==> config.mk <==
export PLATFORM = sky130hd
export DESIGN_NAME = up_bus_arbiter_flat
export DESIGN_NICKNAME = d
export VERILOG_FILES = /design/src/rtl/up_bus_pkg.sv /design/src/rtl/up_bus_arbiter_if.sv /design/src/rtl/up_bus_arb_channel.sv /design/src/rtl/up_bus_arbiter.sv /design/src/flat_wrapper.sv
export SDC_FILE = /design/constraint.sdc
export NUM_CORES = 1
export LEC_CHECK = 0
export ABC_AREA = 1
export ABC_CLOCK_PERIOD_IN_PS = 9200
export CORE_UTILIZATION = 45
export CTS_CLUSTER_SIZE = 25
export DETAILED_ROUTE_END_ITERATION = 8
export GPL_TIMING_DRIVEN = 0
export PLACE_DENSITY = 0.77
export RECOVER_POWER = 100
export SYNTH_ARGS = -nofsm -noshare
export SYNTH_HDL_FRONTEND = slang
export SYNTH_SLANG_ARGS = --single-unit
==> constraint.sdc <==
create_clock -name up_clk -period 9.2 [get_ports up_clk]
set_clock_uncertainty 0.05 [all_clocks]
set_input_delay 2.3 -clock up_clk [delete_from_list [all_inputs] [get_ports up_clk]]
set_output_delay 2.3 -clock up_clk [all_outputs]
set_load 0.02 [all_outputs]
==> src/rtl/up_bus_pkg.sv <==
// up_bus_pkg: FSM encoding, timeout default and round-robin helper for the up_* bus arbiter
package up_bus_pkg;
  typedef enum logic [1:0] {IDLE, ISSUE, WAIT} state_e;
  localparam logic [31:0] TIMEOUT_DATA_DEF = 32'hDEADDEAD;
  function automatic logic rr_win(input logic [1:0] pend, input logic ptr);
    return (pend == 2'b01) ? 1'b0 : (pend == 2'b10) ? 1'b1 : ptr;
  endfunction
endpackage

==> src/rtl/up_bus_arbiter_if.sv <==
// up_bus_arbiter_if: master-facing and slave-facing up_* signals of the arbiter
interface up_bus_arbiter_if #(parameter int AW = 14);
  logic [1:0] m_wreq, m_wack, m_rreq, m_rack, timeout_err;
  logic [2*AW-1:0] m_waddr, m_raddr;
  logic [63:0] m_wdata, m_rdata;
  logic s_wreq, s_wack, s_rreq, s_rack;
  logic [AW-1:0] s_waddr, s_raddr;
  logic [31:0] s_wdata, s_rdata;
  modport arb (
    input  m_wreq, m_waddr, m_wdata, m_rreq, m_raddr, s_wack, s_rack, s_rdata,
    output m_wack, m_rack, m_rdata, s_wreq, s_waddr, s_wdata, s_rreq, s_raddr, timeout_err
  );
  modport master (
    output m_wreq, m_waddr, m_wdata, m_rreq, m_raddr,
    input  m_wack, m_rack, m_rdata, timeout_err
  );
  modport slave (
    input  s_wreq, s_waddr, s_wdata, s_rreq, s_raddr,
    output s_wack, s_rack, s_rdata
  );
endinterface

==> src/rtl/up_bus_arb_channel.sv <==
// up_bus_arb_channel: one arbitrated channel with two pending slots, round-robin pointer and ack timeout
module up_bus_arb_channel
  import up_bus_pkg::*;
#(
  parameter int          DW           = 14,
  parameter int          TIMEOUT      = 64,
  parameter logic [31:0] TIMEOUT_DATA = TIMEOUT_DATA_DEF
) (
  input  logic            clk,
  input  logic            rst,
  input  logic [1:0]      req_i,
  input  logic [2*DW-1:0] pay_i,
  output logic            s_req_o,
  output logic [DW-1:0]   s_pay_o,
  input  logic            s_ack_i,
  input  logic [31:0]     s_ret_i,
  output logic [1:0]      ack_o,
  output logic [63:0]     ret_o,
  output logic            err_o
);
  localparam int CW = $clog2(TIMEOUT + 1);
  state_e state_q, state_d;
  logic [1:0] pend_q, pend_d, ack_q, ack_d;
  logic [1:0][DW-1:0] pay_q, pay_d;
  logic [DW-1:0] s_pay_q, s_pay_d;
  logic [63:0] ret_q, ret_d;
  logic [CW-1:0] cnt_q, cnt_d;
  logic win_q, win_d, ptr_q, ptr_d, err_q, err_d, done;
  always_comb begin
    state_d = state_q;
    win_d = win_q;
    ptr_d = ptr_q;
    cnt_d = cnt_q;
    err_d = err_q;
    s_pay_d = s_pay_q;
    ack_d = '0;
    ret_d = '0;
    pend_d = pend_q | req_i;
    for (int i = 0; i < 2; i++) pay_d[i] = (req_i[i] && !pend_q[i]) ? pay_i[i*DW +: DW] : pay_q[i];
    done = (state_q == WAIT) && (s_ack_i || cnt_q == '0);
    unique case (state_q)
      IDLE: if (|pend_q) begin
        win_d = rr_win(pend_q, ptr_q);
        // only a contested grant moves priority; a lone requester does not consume it
        ptr_d = (pend_q == 2'b11) ? ~win_d : ptr_q;
        s_pay_d = pay_q[win_d];
        state_d = ISSUE;
      end
      ISSUE: begin
        pend_d[win_q] = 1'b0;
        cnt_d = CW'(TIMEOUT);
        state_d = WAIT;
      end
      WAIT: if (done) begin
        ack_d[win_q] = 1'b1;
        ret_d[{win_q, 5'd0} +: 32] = s_ack_i ? s_ret_i : TIMEOUT_DATA;
        err_d = err_q | !s_ack_i;
        state_d = IDLE;
      end else cnt_d = cnt_q - CW'(1);
      default: state_d = IDLE;
    endcase
  end
  always_ff @(posedge clk or posedge rst)
    if (rst) begin
      state_q <= IDLE;
      pend_q <= '0;
      pay_q <= '0;
      s_pay_q <= '0;
      ack_q <= '0;
      ret_q <= '0;
      cnt_q <= '0;
      win_q <= 1'b0;
      ptr_q <= 1'b0;
      err_q <= 1'b0;
    end else begin
      state_q <= state_d;
      pend_q <= pend_d;
      pay_q <= pay_d;
      s_pay_q <= s_pay_d;
      ack_q <= ack_d;
      ret_q <= ret_d;
      cnt_q <= cnt_d;
      win_q <= win_d;
      ptr_q <= ptr_d;
      err_q <= err_d;
    end
  assign s_req_o = (state_q == ISSUE);
  assign s_pay_o = s_pay_q;
  assign ack_o = ack_q;
  assign ret_o = ret_q;
  assign err_o = err_q;
endmodule

==> src/rtl/up_bus_arbiter.sv <==
// up_bus_arbiter: shares one up_* register slave between two masters, read and write arbitrated independently
module up_bus_arbiter
  import up_bus_pkg::*;
#(
  parameter int          AW           = 14,
  parameter int          TIMEOUT      = 64,
  parameter logic [31:0] TIMEOUT_DATA = TIMEOUT_DATA_DEF
) (
  input  logic              up_clk,
  input  logic              up_rst,
  up_bus_arbiter_if.arb     bus
);
  localparam int WW = AW + 32;
  logic [2*WW-1:0] w_pay;
  logic [WW-1:0] w_s_pay;
  logic [63:0] unused_wret;
  assign w_pay = {bus.m_wdata[63:32], bus.m_waddr[2*AW-1:AW], bus.m_wdata[31:0], bus.m_waddr[AW-1:0]};
  assign {bus.s_wdata, bus.s_waddr} = w_s_pay;
  up_bus_arb_channel #(.DW(WW), .TIMEOUT(TIMEOUT), .TIMEOUT_DATA(TIMEOUT_DATA)) u_wr (
    .clk(up_clk), .rst(up_rst),
    .req_i(bus.m_wreq), .pay_i(w_pay),
    .s_req_o(bus.s_wreq), .s_pay_o(w_s_pay),
    .s_ack_i(bus.s_wack), .s_ret_i(32'h0),
    .ack_o(bus.m_wack), .ret_o(unused_wret), .err_o(bus.timeout_err[0])
  );
  up_bus_arb_channel #(.DW(AW), .TIMEOUT(TIMEOUT), .TIMEOUT_DATA(TIMEOUT_DATA)) u_rd (
    .clk(up_clk), .rst(up_rst),
    .req_i(bus.m_rreq), .pay_i(bus.m_raddr),
    .s_req_o(bus.s_rreq), .s_pay_o(bus.s_raddr),
    .s_ack_i(bus.s_rack), .s_ret_i(bus.s_rdata),
    .ack_o(bus.m_rack), .ret_o(bus.m_rdata), .err_o(bus.timeout_err[1])
  );
endmodule

==> src/flat_wrapper.sv <==
// flat-port wrapper written by rule: the top's interface ports become plain ports
module up_bus_arbiter_flat import up_bus_pkg::*;
#(
  parameter int          AW           = 14,
  parameter int          TIMEOUT      = 64,
  parameter logic [31:0] TIMEOUT_DATA = TIMEOUT_DATA_DEF
)
  (up_clk, up_rst, bus_m_wreq, bus_m_waddr, bus_m_wdata, bus_m_rreq, bus_m_raddr, bus_s_wack, bus_s_rack, bus_s_rdata, bus_m_wack, bus_m_rack, bus_m_rdata, bus_s_wreq, bus_s_waddr, bus_s_wdata, bus_s_rreq, bus_s_raddr, bus_timeout_err);
  up_bus_arbiter_if #(.AW(AW)) bus_i ();
  input  logic up_clk;
  input  logic up_rst;
  input wire logic [$bits(bus_i.m_wreq)-1:0] bus_m_wreq;
  input wire logic [$bits(bus_i.m_waddr)-1:0] bus_m_waddr;
  input wire logic [$bits(bus_i.m_wdata)-1:0] bus_m_wdata;
  input wire logic [$bits(bus_i.m_rreq)-1:0] bus_m_rreq;
  input wire logic [$bits(bus_i.m_raddr)-1:0] bus_m_raddr;
  input wire logic [$bits(bus_i.s_wack)-1:0] bus_s_wack;
  input wire logic [$bits(bus_i.s_rack)-1:0] bus_s_rack;
  input wire logic [$bits(bus_i.s_rdata)-1:0] bus_s_rdata;
  output wire logic [$bits(bus_i.m_wack)-1:0] bus_m_wack;
  output wire logic [$bits(bus_i.m_rack)-1:0] bus_m_rack;
  output wire logic [$bits(bus_i.m_rdata)-1:0] bus_m_rdata;
  output wire logic [$bits(bus_i.s_wreq)-1:0] bus_s_wreq;
  output wire logic [$bits(bus_i.s_waddr)-1:0] bus_s_waddr;
  output wire logic [$bits(bus_i.s_wdata)-1:0] bus_s_wdata;
  output wire logic [$bits(bus_i.s_rreq)-1:0] bus_s_rreq;
  output wire logic [$bits(bus_i.s_raddr)-1:0] bus_s_raddr;
  output wire logic [$bits(bus_i.timeout_err)-1:0] bus_timeout_err;
  assign bus_i.m_wreq = bus_m_wreq;
  assign bus_i.m_waddr = bus_m_waddr;
  assign bus_i.m_wdata = bus_m_wdata;
  assign bus_i.m_rreq = bus_m_rreq;
  assign bus_i.m_raddr = bus_m_raddr;
  assign bus_i.s_wack = bus_s_wack;
  assign bus_i.s_rack = bus_s_rack;
  assign bus_i.s_rdata = bus_s_rdata;
  assign bus_m_wack = bus_i.m_wack;
  assign bus_m_rack = bus_i.m_rack;
  assign bus_m_rdata = bus_i.m_rdata;
  assign bus_s_wreq = bus_i.s_wreq;
  assign bus_s_waddr = bus_i.s_waddr;
  assign bus_s_wdata = bus_i.s_wdata;
  assign bus_s_rreq = bus_i.s_rreq;
  assign bus_s_raddr = bus_i.s_raddr;
  assign bus_timeout_err = bus_i.timeout_err;
  up_bus_arbiter #(.AW(AW), .TIMEOUT(TIMEOUT), .TIMEOUT_DATA(TIMEOUT_DATA)) u_core (.up_clk(up_clk), .up_rst(up_rst), .bus(bus_i));
endmodule
==> metrics.md, run 1 <==
| Metric | Value |
|---|---|
| Worst slew pin tran | `1880 ps` |
| TritonCTS clock tree | `done` |
| Violated checks | `max-capacitance violations, max-slew violations` |
| Outcome | `finished with violations` |
| RSZ-0062 raised after global routing | `false` |
| Setup TNS Final | `0 ps` |
| Count of pins over their slew limit | `62` |
| Core Region | `0.0253 sq mm` |
| Minimum clock period | `5140 ps` |
| P_leak | `8.32 nW` |
| Clock Sinks | `276` |
| Overall Global Routing Usage | `0.245` |
| Reg-to-reg slack, setup | `6810 ps` |
| Chip Height | `163 um` |
| Avg Cell Area, Syn | `8.80 sq um` |
| Post-CTS Setup Repair Bufs | `0` |
| Setup violators final | `0` |
| Clock Pin Slew Worst Setup and Hold Paths | `60 ps` |
| Syn_nets | `1489` |
| Hold depth | `2` |
| Gpl congestion | `0.832` |
| Die X | `163 um` |
| Synthesized cell area | `0.0117 sq mm` |
| Power consumption | `0.00572 W` |
| Critical path endpoint category | `async pin` |
| Largest net degree at the start of global routing | `44` |
| Post-layout util | `0.640` |
| Clk_lat worst skew | `550 ps` |
| Async SR Flop Fraction | `1.00` |
| DPL Wire Length | `23400 um` |
| Hold crit path type | `register to register` |
| DR vias/cell | `4.99` |
| CP peak stage delay | `1420 ps` |
| Via count | `10000` |
| Vias in the first global route | `10100` |
| Final Net Count | `1819` |
| Main synth FF type | `dfrtp_1` |
| Slowest cell on crit path | `clkbuf_1` |
| Routed WL per cell | `16.2 um` |
| Num CTS Buffers | `30` |
| Endpoints failing hold | `0` |
| Post-route clock period utilization | `0.559` |
| GRT Residual Overflow | `0` |
| Post-CTS Hold Fix Bufs | `0` |
| Synthesis-stage register bit count | `276` |
| Starting density of the core | `0.460` |
| CP Class | `input pin to async pin` |
| Worst Setup Start Kind | `input pin` |
| Worst EP required | `9880 ps` |
| Drc violations | `0` |
| Rows | `58` |
| Final-layout fill cell count | `2058` |
| Io pins | `292` |
| Max transition margin | `-0.251` |
| Layout area overhead | `39.0%` |
| Layout cells sized above 1 | `0.0697` |
| Seq/Total Area, Yosys | `0.592` |
| Bufs on Longest Clock Path | `3` |
| Post-Route WL | `32600 um` |
| Max VDD drop | `0.000213 V` |
| Area of the die | `0.0266 sq mm` |
| Post-synth EDFFs | `0` |
| F_max | `0.195 GHz` |
| FF-to-FF path depth | `5` |
| Max Cap Viol | `2` |
| CTS HTree Levels | `1` |
| Gate Count Post-Synth | `1325` |
| Port bufs | `291` |
| Placed cell areas | `0.0151 sq mm` |
| Synth warnings | `0` |
| Arrival @ worst endpoint | `5820 ps` |
| Crit Path Max Fanout | `39` |
| Power per cell area | `353 mW/mm^2` |
| Design Area, Final | `0.0162 sq mm` |
| Pre-Repair DR Iteration Count | `5` |
| Post-route ant nets | `0` |
| Drt first-iter violations | `778` |
| CTS Root Cell | `clkbuf_16` |
| Distinct cells, synth | `29` |
| First-pass GRT wire length | `51200 um` |
| CP Cell Sequence | `dlygate4sd3_1, clkinvlp_2, clkbuf_1, buf_12, buf_12, buf_12` |
| CP most frequent cell | `buf_12` |
| Resized Gates After CTS | `0` |
| Initial antenna violation count | `2` |
cell type report:
type,instances,area (sq um),share of cell area
flip-flops and latches,276,6910,0.426
multi-input cells,751,3450,0.213
repair buffers,298,3020,0.186
clock buffers,36,835,0.0515
inverters,221,831,0.0512
well taps,330,413,0.0255
plain buffers,77,394,0.0243
clock inverters,20,362,0.0223
diodes,1,2.50,0.000154
worst max-delay path, delay by kind of cell:
kind                   cells  cell delay (ps)
buffers and inverters      6             3470
cells in the final DEF, fill, tap and decap left out, types with 3 or more instances in the layout:
cell type	instances
buf_12	5
buf_6	10
clkinv_1	3
clkbuf_16	31
dfrtp_1	276
clkdlybuf4s50_1	152
nand3_1	145
buf_2	15
nor2_1	188
or2_2	22
xnor2_1	3
o21ai_0	54
nand2_1	172
buf_4	3
a21oi_1	120
ha_1	4
xor2_1	4
bufinv_16	10
nand4_1	22
clkinv_2	6
clkbuf_8	4
clkinvlp_4	3
o22ai_1	4
dlygate4sd3_1	139
inv_1	215
o21ai_1	4
clkbuf_1	51
state kept, by name, indices dropped and copies added (netlist names):
register,count
u_core.u_rd.err_o,1
u_core.u_wr.pay_q,92
u_core.u_rd.win_q,1
u_core.u_wr.ack_o,2
u_core.u_rd.state_q,2
u_core.u_wr.err_o,1
u_core.u_rd.ptr_q,1
u_core.u_wr.pend_q,2
u_core.u_wr.win_q,1
u_core.u_wr.cnt_q,7
u_core.u_rd.cnt_q,7
u_core.u_rd.pend_q,2
u_core.u_wr.s_pay_o,46
u_core.u_wr.ptr_q,1
u_core.u_rd.s_pay_o,14
u_core.u_wr.state_q,2
u_core.u_rd.ret_o,64
u_core.u_rd.ack_o,2
u_core.u_rd.pay_q,28
worst paths after layout:
check                                                         from                                  to
worst min-delay path            u_core.u_rd.s_pay_o[2]$_DFFE_PP0P_  u_core.u_rd.s_pay_o[2]$_DFFE_PP0P_
worst min register to register  u_core.u_rd.s_pay_o[2]$_DFFE_PP0P_  u_core.u_rd.s_pay_o[2]$_DFFE_PP0P_
worst max-delay path                                        up_rst   u_core.u_wr.pay_q[26]$_DFFE_PP0P_
min in group asynchronous                                   up_rst     u_core.u_rd.ret_o[51]$_DFF_PP0_
max in group up_clk             u_core.u_wr.state_q[0]$_DFFE_PP0P_                          bus_s_wreq
worst max register to register     u_core.u_rd.pend_q[0]$_DFF_PP0_  u_core.u_rd.s_pay_o[8]$_DFFE_PP0P_
power breakdown:
group	internal [W]	total, W	switching (W)
sequential	0.00171	0.00192	0.000214
combinational	0.000882	0.00237	0.00149
clock	0.000925	0.00143	0.000507
total	0.00351	0.00572	0.00221
synth_stat cells (2+ instances only):
cell,n,area [sq um]
dfrtp_1,276,6910
inv_1,216,811
nor2_1,188,706
nand2_1,170,638
nand3_1,145,726
a21oi_1,120,601
buf_2,39,195
o21ai_0,30,150
o21ai_1,27,135
nand4_1,22,138
or2_2,22,138
clkbuf_1,16,60.1
buf_6,14,158
buf_4,6,45.0
ha_1,4,50.1
o22ai_1,4,25.0
xor2_1,4,35.0
inv_2,3,11.3
nand2_2,3,18.8
xnor2_1,3,26.3
buf_1,2,7.51
clkinv_1,2,7.51
o21ai_2,2,17.5
o21bai_1,2,15.0
layer usage:
| metal | up-vias | share of wire | track usage |
|---|---|---|---|
| met5 | - | 0.00052 | 0 |
| met1 | 4819 | 0.39 | 0.298 |
| met3 | 60 | 0.089 | 0.0716 |
| met4 | 2 | 0.027 | 0.0841 |
| met2 | 371 | 0.49 | 0.416 |
| li1 | 4784 | - | - |
cell families after synthesis:
group	Yosys count	synth area share
and+or+nand+nor	553	0.204
buffers and inverters	298	0.111
DFF	276	0.592
AOI/OAI and AO/OA	187	0.0830
xor gates and xnor gates	7	0.00526
adders and majority gates	4	0.00429
through the flow:
stage          setup WS, ps  hold slack [ps]  cells
2_1_floorplan          3200              391   1325
3_3_place_gp           1320              413   1946
3_5_place_dp           4970              419   1953
4_1_cts                4750              439   2009
5_1_grt                3510              455   2010
6_report               4060              430   2010
Note: power is estimated with default switching activity, not from simulation.
==> run 2: changes to the inputs <==
- ABC_CLOCK_PERIOD_IN_PS: 9200 -> 4600
- clock period: 9.2 -> 4.6 ns (I/O delays scaled with it)
==> run 2 against run 1 <==
The run still ends with max-capacitance violations, max-slew violations left. Total power is 100% higher. Sequential share of layout area is essentially flat. Final cell count is the same. Wire length about the same. Worst hold slack is essentially flat. Critical endpoint unchanged.
==> metrics.md, run 2 (same netlist as run 1, synthesis figures left out) <==
| Metric | Value |
|---|---|
| Outcome | `finished with violations` |
| Violated checks | `max-capacitance violations, max-slew violations` |
| Power per cell area | `707 mW/mm^2 (+100%)` |
| CP Buf/Inv Count | `6 (unchanged)` |
| Layout area overhead | `38.9% (about the same)` |
| Vias in the first global route | `10100 (unchanged)` |
| Post-Route WL | `32600 um (about the same)` |
| Hold Slack | `430 ps (+0.209 ps)` |
| Clock Pin Slew Worst Setup and Hold Paths | `60 ps (about the same)` |
| Power consumption | `0.0114 W (+100%)` |
| Reg with most FFs | `u_core.u_wr.pay_q` |
| Pre-Repair DR Iteration Count | `5 (unchanged)` |
| Setup violators final | `0 (unchanged)` |
| Worst R2R Start | `u_core.u_rd.pend_q[0]$_DFF_PP0_` |
| Met2 usage | `0.416 (unchanged)` |
| Worst R2R End | `u_core.u_rd.s_pay_o[8]$_DFFE_PP0P_` |
| Crit Path Max Fanout | `39 (unchanged)` |
| Most frequent cells in the layout | `dfrtp_1, inv_1, nor2_1, nand2_1, clkdlybuf4s50_1` |
| Worst setup path end | `u_core.u_wr.pay_q[26]$_DFFE_PP0P_` |
| RSZ-0062 raised after global routing | `false` |
| CTS HTree Levels | `1 (unchanged)` |
| Port bufs | `291 (unchanged)` |
| Critical path endpoint category | `async pin` |
| Post-CTS Hold Fix Bufs | `0 (unchanged)` |
| Io pins | `292 (unchanged)` |
| CP peak stage delay | `760 ps (-660 ps)` |
| Endpoints failing hold | `0 (unchanged)` |
| Largest net degree at the start of global routing | `44 (unchanged)` |
| Final Net Count | `1819 (unchanged)` |
| Placed cell count | `1953 (unchanged)` |
| Non-filler instance count after layout | `2010 (unchanged)` |
| DPL Wire Length | `23400 um (unchanged)` |
| CTS Root Cell | `clkbuf_16` |
| Rows | `58 (unchanged)` |
| P_int | `0.00702 W (+100%)` |
| Worst Setup Start Kind | `input pin` |
| Area of the die | `0.0266 sq mm (unchanged)` |
| P_leak | `8.32 nW (about the same)` |
| Post-route ant nets | `0 (unchanged)` |
| Minimum clock period | `3390 ps` |
| M1 GR Usage | `0.298 (unchanged)` |
| Max Cap Viol | `1 (-1)` |
| Max VDD drop | `0.000427 V (+100%)` |
| Clk_lat worst skew | `550 ps (about the same)` |
| Drt first-iter violations | `794 (+2.1%)` |
| DR vias/cell | `5.00 (+0.12%)` |
| Post-CTS Setup Repair Bufs | `0 (unchanged)` |
| Die X | `163 um (unchanged)` |
| Reg-to-reg slack, setup | `2220 ps (-4590 ps)` |
| Initial antenna violation count | `2 (unchanged)` |
| Worst EP required | `5280 ps (-4600 ps)` |
| Arrival @ worst endpoint | `4070 ps (-1750 ps)` |
| Core Region | `0.0253 sq mm (unchanged)` |
| FF-to-FF path depth | `5 (unchanged)` |
| GRT Residual Overflow | `0 (unchanged)` |
| Post-route clock period utilization | `0.737` |
| First-pass GRT wire length | `51200 um (unchanged)` |
| Drc violations | `0 (unchanged)` |
| Bufs on Longest Clock Path | `3 (unchanged)` |
| Net Sw Power | `0.00442 W (+100%)` |
| Slowest cell on crit path | `clkbuf_2` |
| CP Class | `input pin to async pin` |
| Clock Sinks | `276 (unchanged)` |
| Max transition margin | `-0.103 (+0.148)` |
| Layout cells sized above 1 | `0.0697 (unchanged)` |
| Largest register FFs | `92 (unchanged)` |
| Switch share | `0.386 (about the same)` |
| Gpl congestion | `0.832 (unchanged)` |
| Clk pwr share | `0.250 (about the same)` |
| Combinational power share | `0.414 (about the same)` |
| Grt peak-use layer | `met2` |
| Resized Gates After CTS | `0 (unchanged)` |
| Commonest non-fill, non-tap cell in the layout | `dfrtp_1` |
| CP most frequent cell | `buf_12` |
| Chip Height | `163 um (unchanged)` |
| Hold crit path type | `register to register` |
| Count of pins over their slew limit | `32 (-48%)` |
| Met3 GRT Util | `0.0716 (unchanged)` |
| Routed WL per cell | `16.2 um (about the same)` |
| CP Cell Sequence | `dlygate4sd3_1, clkinvlp_2, buf_12, buf_12, clkbuf_2, buf_12` |
| Sequential group share of total power | `0.335 (about the same)` |
| Num CTS Buffers | `30 (unchanged)` |
| F_max | `0.295 GHz` |
| Via count | `10000 (+0.12%)` |
| Overall Global Routing Usage | `0.245 (unchanged)` |
| Worst setup startpoint | `up_rst` |
| CP Depth | `6 (unchanged)` |
| Worst slew pin tran | `1660 ps (-222 ps)` |
| Starting density of the core | `0.460 (unchanged)` |
| TritonCTS clock tree | `done` |
| Top delay family on crit path | `buffers and inverters` |
[run 2: cell types whose count changed in the layout (fill, tap and decap cells not counted)]
cell,delta
clkbuf_2,+2
buf_12,-1
buf_2,-1
[run 2: worst min-delay path, stage by stage (launching register included)]
cell and delay [ps]:
dfrtp_1 340, nand2_1 50, nand2_1 60
[run 2: power by group through the flow]
stage	sequential (W)	combinational [W]	clock, W
2_1_floorplan	0.00424	0.00273	0
3_3_place_gp	0.00386	0.00477	0
3_5_place_dp	0.00389	0.00494	0
4_1_cts	0.00386	0.00500	0.00291
5_1_grt	0.00393	0.00526	0.00301
6_report	0.00384	0.00474	0.00286
[run 2: worst min-delay path by stage]
stage	startpoint	endpoint	cells past startpoint
floorplan	u_core.u_wr.win_q$_DFFE_PP0P_	u_core.u_wr.ack_o[0]$_DFF_PP0_	1
global placement	u_core.u_rd.err_o$_DFFE_PP0P_	u_core.u_rd.err_o$_DFFE_PP0P_	1
detailed placement	u_core.u_rd.s_pay_o[5]$_DFFE_PP0P_	u_core.u_rd.s_pay_o[5]$_DFFE_PP0P_	2
CTS	u_core.u_rd.s_pay_o[2]$_DFFE_PP0P_	u_core.u_rd.s_pay_o[2]$_DFFE_PP0P_	2
global route	u_core.u_rd.s_pay_o[5]$_DFFE_PP0P_	u_core.u_rd.s_pay_o[5]$_DFFE_PP0P_	2
finish	u_core.u_rd.s_pay_o[2]$_DFFE_PP0P_	u_core.u_rd.s_pay_o[2]$_DFFE_PP0P_	2
[run 2: layout make-up]
| class | instances | area (sq um) |
|---|---|---|
| Timing Repair Buffer | 298 | 3010 |
| Inverter | 221 | 831 |
| Fill cell | 2060 | 9130 |
| Clock buffer | 36 | 835 |
| Multi-Input combinational cell | 751 | 3450 |
| Antenna cell | 1 | 2.50 |
| Tap cell | 330 | 413 |
| Sequential cell | 276 | 6910 |
| Buffer | 77 | 393 |
| Clock inverter | 20 | 362 |
[run 2: per-stage QoR]
stage	cell area [sq um]	setup TNS (ps)	setup slack, ps	utilization
floorplan	11700	-69380	-251	-
global placement	15000	-581370	-2130	0.592
detailed placement	15100	0	1520	0.597
CTS	16300	0	1300	0.645
global route	16200	0	697	0.640
finish	16200	0	1210	0.640
[run 2: routing by layer]
metal | part of all wire | wire (um) | vias up
li1 | - | - | 4782
met1 | 0.39 | 12800 | 4810
met2 | 0.49 | 16000 | 392
met3 | 0.089 | 2910 | 62
met4 | 0.027 | 889 | 2
met5 | 0.00052 | 17 | -
==> run 3: changes to the inputs <==
- ABC_CLOCK_PERIOD_IN_PS: 4600 -> 3400
- CORE_UTILIZATION: 45 -> 49
- PLACE_DENSITY: 0.77 -> 0.8
- clock period: 4.6 -> 3.4 ns (I/O delays scaled with it)
==> run 3 against run 2 <==
Core utilization increased by 4.3 points. Clock-buffer cell count unchanged. Die area decreased by 8.1%. Final cell count decreased by 0.70%. Largest power group unchanged. Wire length decreased by 1.8%. Critical endpoint is now bus_s_wreq. Setup slack got worse by 910 ps. Critical path type is now register to output pin. The run now ends clean.
==> metrics.md, run 3 (same netlist as run 1, synthesis figures left out) <==
| Metric | Value |
|---|---|
| Crit Path Max Fanout | `10 (-74%)` |
| DR vias/cell | `5.03 (+0.63%)` |
| Rows | `56 (-3.4%)` |
| Clock Pin Slew Worst Setup and Hold Paths | `60 ps (about the same)` |
| Count of pins over their slew limit | `0 (-100%)` |
| Outcome | `completed` |
| Combinational power share | `0.430 (+0.016)` |
| Core Region | `0.0234 sq mm (-7.6%)` |
| Pre-Repair DR Iteration Count | `5 (unchanged)` |
| Chip Height | `156 um (-4.1%)` |
| Non-filler instance count after layout | `1996 (-0.70%)` |
| Post-route ant nets | `0 (unchanged)` |
| Worst Setup Start Kind | `register` |
| Post-route clock period utilization | `0.912` |
| Drt first-iter violations | `426 (-46%)` |
| Clk pwr share | `0.221 (-0.029)` |
| Endpoints failing hold | `0 (unchanged)` |
| Initial antenna violation count | `0 (-2)` |
| RSZ-0062 raised after global routing | `false` |
| Critical path endpoint category | `output pin` |
| First-pass GRT wire length | `51300 um (about the same)` |
| Layout cells sized above 1 | `0.0680 (-0.00167)` |
| TritonCTS clock tree | `done` |
| CP Class | `register to output pin` |
| Area of the die | `0.0244 sq mm (-8.1%)` |
| Clk_lat worst skew | `540 ps (about the same)` |
| Worst R2R End | `u_core.u_wr.s_pay_o[7]$_DFFE_PP0P_` |
| Io pins | `292 (unchanged)` |
| Final-layout fill cell count | `1886 (-8.4%)` |
| CTS HTree Levels | `1 (unchanged)` |
| CP Buf/Inv Count | `3 (-3)` |
| Setup violators final | `0 (unchanged)` |
| Num CTS Buffers | `29 (-3.3%)` |
| Minimum clock period | `3100 ps` |
| F_max | `0.323 GHz` |
| P_int | `0.00897 W (+28%)` |
| Hold Slack | `427 ps (-3.43 ps)` |
| Max VDD drop | `0.000680 V (+59%)` |
| Post-CTS Hold Fix Bufs | `0 (unchanged)` |
| Power per cell area | `929 mW/mm^2 (+31%)` |
| Reg with most FFs | `u_core.u_wr.pay_q` |
| Worst hold start | `u_core.u_rd.s_pay_o[4]$_DFFE_PP0P_` |
| Switch share | `0.396 (+0.00931)` |
| CTS Root Cell | `clkbuf_16` |
| Gpl congestion | `0.855 (+2.8%)` |
| Largest net degree at the start of global routing | `42 (-4.5%)` |
| Commonest non-fill, non-tap cell in the layout | `dfrtp_1` |
| Hold worst-path end | `u_core.u_rd.s_pay_o[4]$_DFFE_PP0P_` |
| Slowest cell on crit path | `dlygate4sd3_1` |
| Port bufs | `291 (unchanged)` |
| FF-to-FF path depth | `6 (+1)` |
| Most frequent cells in the layout | `dfrtp_1, inv_1, nor2_1, nand2_1, clkdlybuf4s50_1` |
| Placed cell count | `1942 (-0.56%)` |
| Resized Gates After CTS | `0 (unchanged)` |
| Post-Route WL | `32000 um (-1.8%)` |
| Arrival @ worst endpoint | `2200 ps (-1870 ps)` |
| Power consumption | `0.0148 W (+30%)` |
| Final Net Count | `1818 (-0.055%)` |
| Hold depth | `2 (unchanged)` |
| DPL Wire Length | `23500 um (about the same)` |
| Bufs on Longest Clock Path | `3 (unchanged)` |
| Overall Global Routing Usage | `0.267 (+0.0220)` |
| Die X | `156 um (-4.1%)` |
| Layout area overhead | `36.9%` |
| GRT Residual Overflow | `0 (unchanged)` |
| Top delay family on crit path | `buffers and inverters` |
| Starting density of the core | `0.498 (+0.0379)` |
| Clock Sinks | `276 (unchanged)` |
| Drc violations | `0 (unchanged)` |
| Via count | `10000 (-0.070%)` |
| FF+latch area | `0.00691 sq mm (unchanged)` |
| Hold crit path type | `register to register` |
| P_leak | `8.24 nW (-0.96%)` |
| Vias in the first global route | `10300 (+1.8%)` |
| Sequential group share of total power | `0.349 (+0.014)` |
| Net Sw Power | `0.00587 W (+33%)` |
| Max Cap Viol | `0 (-1)` |
| CP Cell Sequence | `nand2_1, clkbuf_1, inv_1, dlygate4sd3_1` |
| Max transition margin | `0.204 (+0.308)` |
| Worst slew pin tran | `1190 ps (-468 ps)` |
| Post-CTS Setup Repair Bufs | `0 (unchanged)` |
| Largest register FFs | `92 (unchanged)` |
| Area of the multi-input gates | `0.00345 sq mm (unchanged)` |
| Worst EP required | `2500 ps (-2780 ps)` |
| CP peak stage delay | `670 ps (-90 ps)` |
| Worst R2R Start | `u_core.u_wr.state_q[0]$_DFFE_PP0P_` |
| Reg-to-reg slack, setup | `1140 ps (-1080 ps)` |
| Routed WL per cell | `16.0 um (-1.2%)` |
| DP Worst Slack | `854 ps (-662 ps)` |
| Final Worst Setup Slack | `300 ps (-911 ps)` |
## run 3: worst max-delay path by stage
stage	start	to	slack, ps	cells after the start
floorplan	up_rst	u_core.u_rd.ack_o[0]$_DFF_PP0_	-1150	1
global placement	up_rst	u_core.u_wr.pay_q[23]$_DFFE_PP0P_	-3040	2
detailed placement	up_rst	u_core.u_rd.ret_o[4]$_DFF_PP0_	850	5
CTS	u_core.u_wr.state_q[0]$_DFFE_PP0P_	bus_s_wreq	370	4
global route	u_core.u_wr.state_q[1]$_DFFE_PP0P_	bus_s_wreq	180	5
finish	u_core.u_wr.state_q[0]$_DFFE_PP0P_	bus_s_wreq	300	4
## run 3: layer usage
metal  up-vias  share of wire  wire length [um]  GRT usage
met4         0          0.029               918     0.0896
met5         -              0                 0          0
met2       410           0.48             15400      0.455
met1      4790           0.40             12700      0.329
li1       4780              -                 -          -
met3        61          0.093              2970     0.0723
## run 3: cell type report
class                      instances  area share
timing repair buffer             298       0.187
multi-input combinational        751       0.216
antenna                            1    0.000157
clock inverter                    17      0.0125
inverter                         221      0.0520
tap                              319      0.0250
buffer                            77      0.0242
clock buffer                      36      0.0502
sequential                       276       0.432
## run 3: stage by stage
| stage | setup TNS (ps) | utilization | area [sq um] |
|---|---|---|---|
| floorplan | -317780 | - | 11700 |
| global placement | -834830 | 0.640 | 15000 |
| detailed placement | 0 | 0.646 | 15100 |
| CTS | 0 | 0.689 | 16100 |
| global route | 0 | 0.682 | 16000 |
| finish | 0 | 0.682 | 16000 |
## run 3: worst reg2reg max path, stage by stage, from the launching register on
cell,delay [ps]
dfrtp_1,420
nor2_1,170
o21a_1,320
clkbuf_1,440
clkbuf_1,500
nand3_1,170
o21ai_0,110
## run 3: power groups by stage
stage | sequential [W] | clock [W] | combinational, W
detailed placement | 0.00524 | 0 | 0.00667
global placement | 0.00521 | 0 | 0.00646
global route | 0.00532 | 0.00347 | 0.00711
CTS | 0.00520 | 0.00333 | 0.00673
floorplan | 0.00574 | 0 | 0.00370
finish | 0.00518 | 0.00328 | 0.00638
